**config.mk**
```make
export PLATFORM = sky130hd
export DESIGN_NAME = alu_op_sequencer
export DESIGN_NICKNAME = d
export VERILOG_FILES = /design/src/rtl/alu_op_sequencer.sv
export SDC_FILE = /design/constraint.sdc
export NUM_CORES = 1
export LEC_CHECK = 0
export CORE_UTILIZATION = 50
export CTS_BUF_LIST = sky130_fd_sc_hd__clkbuf_8
export DETAILED_ROUTE_END_ITERATION = 7
export HOLD_SLACK_MARGIN = 0.06
export MAX_ROUTING_LAYER = met4
export PLACE_DENSITY = 0.83
export SYNTH_ARGS = -nofsm -noshare
export SYNTH_HDL_FRONTEND = slang
export SYNTH_SLANG_ARGS = --single-unit
```
**constraint.sdc**
```tcl
create_clock -name clk -period 4.5 [get_ports clk]
set_input_delay 0.9 -clock clk [delete_from_list [all_inputs] [get_ports clk]]
set_output_delay 0.9 -clock clk [all_outputs]
set_load 0.01 [all_outputs]
```
**src/rtl/alu_op_sequencer.sv**
```systemverilog
// alu_op_sequencer: initiator side of the ALU port in the multicycle CPU.
// Accepts one request at a time, drives the combinational ALU from registers,
// captures Out/Flags and holds the response until consumed.
// MUL is an iterative shift-add that reuses the ALU adder.
// Build option: define MUL_EARLY_EXIT_EN to end MUL once the multiplier is exhausted.
module alu_op_sequencer #(
    parameter int DIGIT    = 32,
    parameter int CTRLSIZE = 4,
    parameter int FLAGSIZE = 4
) (
    input  logic                clk,
    input  logic                rst_n,
    input  logic                ReqValid,
    output logic                ReqReady,
    input  logic [2:0]          ReqOp,
    input  logic [DIGIT-1:0]    ReqA,
    input  logic [DIGIT-1:0]    ReqB,
    output logic [CTRLSIZE-1:0] AluControl,
    output logic [DIGIT-1:0]    AluA,
    output logic [DIGIT-1:0]    AluB,
    input  logic [DIGIT-1:0]    AluOut,
    input  logic [FLAGSIZE-1:0] AluFlags,
    output logic                RespValid,
    input  logic                RespReady,
    output logic [DIGIT-1:0]    RespResult,
    output logic [FLAGSIZE-1:0] RespFlags,
    output logic                RespTaken
);

    localparam int CNTW = (DIGIT > 1) ? $clog2(DIGIT) : 1;

    localparam logic [1:0] IDLE = 2'd0;
    localparam logic [1:0] EXEC = 2'd1;
    localparam logic [1:0] MUL  = 2'd2;
    localparam logic [1:0] DONE = 2'd3;

    localparam logic [2:0] OP_ADD  = 3'b000;
    localparam logic [2:0] OP_SUB  = 3'b001;
    localparam logic [2:0] OP_SLTS = 3'b010;
    localparam logic [2:0] OP_BEQ  = 3'b011;
    localparam logic [2:0] OP_BLT  = 3'b100;
    localparam logic [2:0] OP_MUL  = 3'b101;
    localparam logic [2:0] OP_AND  = 3'b110;
    localparam logic [2:0] OP_XOR  = 3'b111;

    localparam logic [CTRLSIZE-1:0] CTRL_ADD = CTRLSIZE'(4'b0000);
    localparam logic [CTRLSIZE-1:0] CTRL_SUB = CTRLSIZE'(4'b0001);
    localparam logic [CTRLSIZE-1:0] CTRL_AND = CTRLSIZE'(4'b1000);
    localparam logic [CTRLSIZE-1:0] CTRL_XOR = CTRLSIZE'(4'b1100);

    // Flag order is {Carry_Borrow, Negative, Overflow, Zero}
    localparam int FLAG_Z = 0;
    localparam int FLAG_N = 2;

    logic [1:0]          state_q, state_d;
    logic [2:0]          op_q, op_d;
    logic [CTRLSIZE-1:0] ctrl_q, ctrl_d;
    // During MUL, alu_a_q holds the accumulator and alu_b_q the shifted multiplicand.
    logic [DIGIT-1:0]    alu_a_q, alu_a_d;
    logic [DIGIT-1:0]    alu_b_q, alu_b_d;
    logic [DIGIT-1:0]    mplier_q, mplier_d;
    logic [CNTW-1:0]     cnt_q, cnt_d;
    logic [DIGIT-1:0]    result_q, result_d;
    logic [FLAGSIZE-1:0] flags_q, flags_d;
    logic                taken_q, taken_d;

    logic [DIGIT-1:0]    acc_next;
    logic [DIGIT-1:0]    mplier_next;
    logic                mul_last;

    function automatic logic [CTRLSIZE-1:0] ctrl_for(input logic [2:0] op);
        case (op)
            OP_ADD, OP_MUL:                  ctrl_for = CTRL_ADD;
            OP_SUB, OP_SLTS, OP_BEQ, OP_BLT: ctrl_for = CTRL_SUB;
            OP_AND:                          ctrl_for = CTRL_AND;
            OP_XOR:                          ctrl_for = CTRL_XOR;
            default:                         ctrl_for = CTRL_ADD;
        endcase
    endfunction

    // Shift-add step: ALU computes acc + mcand; keep it only when the current multiplier bit is set
    always_comb begin
        acc_next    = mplier_q[0] ? AluOut : alu_a_q;
        mplier_next = mplier_q >> 1;
`ifdef MUL_EARLY_EXIT_EN
        mul_last    = (cnt_q == CNTW'(DIGIT - 1)) || (mplier_next == '0);
`else
        mul_last    = (cnt_q == CNTW'(DIGIT - 1));
`endif
    end

    // Next-state and datapath register updates
    always_comb begin
        state_d  = state_q;
        op_d     = op_q;
        ctrl_d   = ctrl_q;
        alu_a_d  = alu_a_q;
        alu_b_d  = alu_b_q;
        mplier_d = mplier_q;
        cnt_d    = cnt_q;
        result_d = result_q;
        flags_d  = flags_q;
        taken_d  = taken_q;

        case (state_q)
            IDLE: begin
                if (ReqValid) begin
                    op_d   = ReqOp;
                    ctrl_d = ctrl_for(ReqOp);
                    if (ReqOp == OP_MUL) begin
                        alu_a_d  = '0;
                        alu_b_d  = ReqA;
                        mplier_d = ReqB;
                        cnt_d    = '0;
                        state_d  = MUL;
                    end else begin
                        alu_a_d = ReqA;
                        alu_b_d = ReqB;
                        state_d = EXEC;
                    end
                end
            end

            EXEC: begin
                flags_d = AluFlags;
                if (op_q == OP_SLTS) begin
                    result_d = {{(DIGIT-1){1'b0}}, AluFlags[FLAG_N]};
                end else begin
                    result_d = AluOut;
                end
                case (op_q)
                    OP_BEQ:  taken_d = AluFlags[FLAG_Z];
                    OP_BLT:  taken_d = AluFlags[FLAG_N];
                    default: taken_d = 1'b0;
                endcase
                ctrl_d  = '0;
                alu_a_d = '0;
                alu_b_d = '0;
                state_d = DONE;
            end

            MUL: begin
                mplier_d = mplier_next;
                cnt_d    = cnt_q + CNTW'(1);
                if (mul_last) begin
                    result_d = acc_next;
                    flags_d  = {{(FLAGSIZE-1){1'b0}}, (acc_next == '0)};
                    taken_d  = 1'b0;
                    ctrl_d   = '0;
                    alu_a_d  = '0;
                    alu_b_d  = '0;
                    state_d  = DONE;
                end else begin
                    alu_a_d = acc_next;
                    alu_b_d = alu_b_q << 1;
                end
            end

            DONE: begin
                if (RespReady) begin
                    state_d = IDLE;
                end
            end

            default: state_d = IDLE;
        endcase
    end

    // State registers; reset aborts any operation in flight
    always_ff @(posedge clk or negedge rst_n) begin
        if (!rst_n) begin
            state_q  <= IDLE;
            op_q     <= '0;
            ctrl_q   <= '0;
            alu_a_q  <= '0;
            alu_b_q  <= '0;
            mplier_q <= '0;
            cnt_q    <= '0;
            result_q <= '0;
            flags_q  <= '0;
            taken_q  <= 1'b0;
        end else begin
            state_q  <= state_d;
            op_q     <= op_d;
            ctrl_q   <= ctrl_d;
            alu_a_q  <= alu_a_d;
            alu_b_q  <= alu_b_d;
            mplier_q <= mplier_d;
            cnt_q    <= cnt_d;
            result_q <= result_d;
            flags_q  <= flags_d;
            taken_q  <= taken_d;
        end
    end

    // Handshake decodes and registered output drive
    always_comb begin
        ReqReady   = (state_q == IDLE);
        RespValid  = (state_q == DONE);
        AluControl = ctrl_q;
        AluA       = alu_a_q;
        AluB       = alu_b_q;
        RespResult = result_q;
        RespFlags  = flags_q;
        RespTaken  = taken_q;
    end

endmodule

```
Yosys cells after proc, flatten, opt, wreduce, memory -nomap -nowiden
Memory sizes are Yosys's and may differ from the RTL's.
Cells that the tools add are included.
- bits in read-only memories: 24
- memories: 1
- word-level logic and storage cells: 66
- bits of input ports: 107
- bits in registers: 147
- output and inout port bits: 107
- add/subtract/negate cells: 1
- eq/ne operators: 12
- mux-type cells: 31
- reductions and logical operators: 11
- memory list (name ; depth ; bits a word ; rd ports ; clocked after memory_dff ; write ports ; line ; text):
    (no name shown) ; 8 ; 3 ; 1 ; 0 ; 0 ; 72 ; case (op)
- operators by type and width (operator ; number):
    $mux W32 ; 11
    $pmux W32 S3 ; 2
    $pmux W32 S2 ; 2
    $logic_not A32 Y1 ; 1
    $mux W4 ; 3
    $pmux W4 S3 ; 1
    $mux W5 ; 2
    $pmux W5 S2 ; 1
    $reduce_and A3 Y1 ; 3
    $mux W2 ; 4
    $pmux W2 S4 ; 1
    $pmux W4 S2 ; 1
    $eq A3 B2 Y1 const B ; 2
    $eq A3 B3 Y1 const B ; 2
    $reduce_and A2 Y1 ; 3
    $add A5 B1 Y5 const B ; 1
    $eq A5 B5 Y1 const B ; 1
    $eq A2 B2 Y1 const B ; 2
    $ne A2 B1 Y1 const B ; 2
    $ne A2 B2 Y1 const B ; 2
    $pmux W1 S2 ; 2
    $reduce_bool A2 Y1 ; 2
    $reduce_bool A3 Y1 ; 1
    $eq A2 B1 Y1 const B ; 1
    other kinds (2) ; 2

Logic depth before layout (Yosys ltp)
- word-level depth: 4
- mapped depth: 9

Least setup slack after synthesis
OpenSTA, ideal clock, no wires.
- path type: input to register
- start point: input ReqOp[1]
- end point: register cnt_q[2]
- path buffers: 2
- setup slack: 2.629 ns
- arrival time: 1.738 ns
- cell stages on the path: 7
- setup time: 0.133 ns
- path through: nand3b_1 buf_6 nor2_4 a21oi_4 buf_4 o21ai_0 o21ai_0
- word-level cells in the longest chain between the ends: 3
- RTL lines (what ; line ; text):
    start, declared ; 15 ; input logic [2:0] ReqOp,
    $eq A3 B3 Y1 ; 110 ; if (ReqOp == OP_MUL) begin
    $ne A2 B1 Y1 (no line) ; -- ;
    $reduce_and A3 Y1 (no line) ; -- ;
    end signal, assigned ; 189 ; cnt_q <= cnt_d;
    end, declared ; 62 ; logic [CNTW-1:0] cnt_q, cnt_d;
No other way between the ends.
A chain may end at the register's enable or synchronous reset.

Worst setup path in the final report
- start point: register state_q[1]
- end point: register result_q[6] (netlist: RespResult[6])
- word-level cells in the longest chain between the ends: 3
- elaborated cells on any way between the ends: 6
- those cells by class: 3 x eq/ne; 1 x mux; 2 x reduce/logical
- RTL lines (what ; line ; text):
    start, declared ; 55 ; logic [1:0] state_q, state_d;
    start signal, assigned ; 183 ; state_q <= state_d;
    $eq A2 B2 Y1 or $eq A2 B1 Y1 (tied branches) ; 105 ; case (state_q)
    $ne A2 B2 Y1 (no line) or $reduce_bool A2 Y1 (tied branches) ; -- ;
    $reduce_and A2 Y1 (no line) ; -- ;
    end signal, assigned ; 190 ; result_q <= result_d;
    end, declared ; 63 ; logic [DIGIT-1:0] result_q, result_d;
Several ways; a longest one is shown, not always the timed one.

==> impl_metrics.toml <==
[power_and_ir_drop]
ir_drop_mv = 0.374
leakage_nw = 4.43
powerDensity_mw_per_mm2 = 835

[sta]
period_needed_ns = 3.08
finalSetupViolCount = 0
hold_slack_ns = 0.482
worstMarginPinSlew_ns = 1.16
fin_setup_tns_ns = 0
rsz0062_at_grt = "false"
period_share = 0.685
slew_headroom = 0.228
final_hold_viol_count = 0
max_freq_mhz = 324
slew_violations = 0
fin_skew_ns = 0.00942

[clocking]
clk_latency_ns = 0.44
numCtsBuffers = 17
cts.htree.levels = 4
cts_buffer_depth = 2
cts_hold_buf = 0
clkSlewWorstSetupHoldPaths_ns = 0.08
root_buffer = "clkbuf_8"
cts.sinks = 146
cts_resized = 0
post-cts-setup-buffer-count = 0
cts_tree = "done"

[hold_path]
whs_endpoint = "mplier_q[14]$_DFFE_PN0P_"
min_path_cells = 2
worstHoldStart = "mplier_q[14]$_DFFE_PN0P_"
min_path_type = "flip-flop to flip-flop"

[die]
core_sq_mm = 0.0147
io_pins = 214
die_area_sq_mm = 0.0158
start_util = 0.519
die_h_um = 126
dieWidth_um = 126
rows = 44

[global_route]
grt_max_degree = 88
antenna_found_initial = 0
grt_use_total = 0.293
grt_pass1_vias = 6402
grt_first_pass_wirelength_um = 34700
grt-ovfl-total = 0

[placement]
gp_congestion = 0.883
placed_area_sq_mm = 0.00972
dp_hpwl_um = 16000
io_buffers = 212

[logic_synthesis]
yosysSeqAreaShare = 0.479
syn_nets = 914
synth.distinct_cells = 45
synth_area_leaders = "dfrtp_1 48%, mux2i_1 8.4%, nor2_1 8.1%"
yosysTopAreaCell = "dfrtp_1"
syn_inst = 801
synth_seq_cells = 146
synth_warnings = 0
synth_area_sq_mm = 0.00763
synth_area_per_cell_sq_um = 9.53
netlist.area_leader.share = 0.479

[critical_path]
criticalPathCategory = "flip-flop to flip-flop"
crit-reg2reg-launch = "state_q[1]$_DFFE_PN0P_"
start_kind = "flip-flop"
critPathMaxStageDelay_ns = 0.84
reg2reg_to = "RespResult[6]$_DFFE_PN0P_"
cp_slowest_cell = "ha_1"
crit_path_cell_trace = "inv_1 -> ha_1 -> nand2_1 -> buf_4 -> a221oi_1 -> nor2_1"
critPathMaxFanout = 30
rr_worst_depth = 6
rrSetupSlack_ns = 1.42
crit_arrival_ns = 3.40
startpoint = "state_q[1]$_DFFE_PN0P_"
required_ns = 4.82
end_kind = "flip-flop"

[cells_and_area]
utilization = 0.699
fin_area_sq_mm = 0.0103
antenna_cells = 0
drive_above_1_share = 0.0895
area_growth_pct = 34.5
layout.nets = 1094
fill_cells = 1151

[routing]
drt-pass1-iter-count = 8
viasPerCell = 5.78
drt_iter0_markers = 834
num_vias = 6806
routedWlPerCell_um = 18.7
routed_wl_um = 22100
drc = 15
drtAntennaViolNets = 0

[run]
maxCapViolations = 0

[run_status]
failed_checks = "DRC"
status = "finished, violations left"
==> metrics by stage <==
step	instances	setup slack [ns]	power (mW)
2_1_floorplan	801	2.63	5.46
3_3_place_gp	1146	1.53	7.01
3_5_place_dp	1146	1.49	7.15
4_1_cts	1178	1.46	8.56
5_1_grt	1178	1.16	9.22
6_report	1178	1.42	8.58
==> cell families after synthesis <==
family	Yosys count	synth area share
and+or+nand+nor	264	0.148
AOI/OAI and AO/OA	215	0.171
DFF	146	0.479
muxes	100	0.137
buffers and inverters	68	0.0541
adders and majority gates	6	0.00983
other	1	0.000491
xor gates and xnor gates	1	0.00115
==> cells in the final DEF (no fill, tap or decap), types with 4 or more instances in the layout <==
master / n
clkdlybuf4s50_1: 211
nor2_1: 163
dfrtp_1: 146
a21oi_1: 99
mux2i_1: 64
nand2_1: 56
o21ai_0: 43
mux2_2: 36
a22oi_1: 32
a221oi_1: 31
clkbuf_8: 22
nor4_1: 13
buf_4: 12
bufinv_16: 8
inv_1: 5
ha_1: 5
nand3b_1: 4
nand2b_1: 4
==> final cells by class <==
class	instances	area, sq um	share of cell area
timing repair buffer	225	2230	0.217
tap	184	230	0.0224
inverter	4	15.0	0.00146
clock inverter	10	249	0.0242
clock buffer	22	303	0.0295
multi-input combinational	587	3590	0.349
sequential	146	3650	0.356
==> critical path, delay by kind of cell, from the launching register on <==
family          cells  cell delay, ns
compound gates      1            0.29
fa+ha+maj           1            0.84
buf+inv             2            0.49
flops               1            0.45
simple gates        2            0.88
==> how the worst max path moves through the flow <==
stage / endpoint / slack, ns / cells past startpoint
CTS: RespResult[15]$_DFFE_PN0P_ / 1.46 / 6
finish: RespResult[6]$_DFFE_PN0P_ / 1.42 / 6
global route: RespResult[15]$_DFFE_PN0P_ / 1.16 / 6
floorplan: cnt_q[2]$_DFFE_PN0P_ / 2.63 / 7
global placement: RespResult[6]$_DFFE_PN0P_ / 1.53 / 6
detailed placement: RespResult[6]$_DFFE_PN0P_ / 1.49 / 6
==> power by group <==
| part | internal (mW) | switching, mW | total, mW |
|---|---|---|---|
| logic | 2.13 | 2.51 | 4.64 |
| registers | 2.01 | 0.536 | 2.54 |
| clock network | 0.901 | 0.494 | 1.39 |
| total | 5.04 | 3.54 | 8.58 |
==> sequential cells by signal, summed over array words and instances, names as in the netlist, 2 cells and up <==
signal	cells
cnt_q	5
state_q	2
AluControl	3
RespResult	32
AluA	32
AluB	32
mplier_q	32
RespFlags	4
op_q	3
==> Yosys cell counts (all sizes together) <==
library cell,count
a21oi,100
a221oi,31
a22oi,32
a31oi,1
a41oi,1
and2,2
and2b,2
and3,2
and4,1
and4b,1
buf,43
clkbuf,21
conb,1
dfrtp,146
ha,6
inv,4
mux2,36
mux2i,64
nand2,56
nand2b,4
nand3,2
nand3b,4
nand4,1
nor2,167
nor2b,2
nor3,2
nor3b,2
nor4,13
o211ai,1
o21ai,44
o22ai,2
o31ai,2
o41ai,1
or4,2
or4b,1
xor2,1
==> metal layers <==
metal,share of wire,GRT usage
met1,0.46,0.415
met2,0.45,0.427
met3,0.075,0.0543
met4,0.015,0.0911
met5,0,-
(Power assumes the default switching activity.)
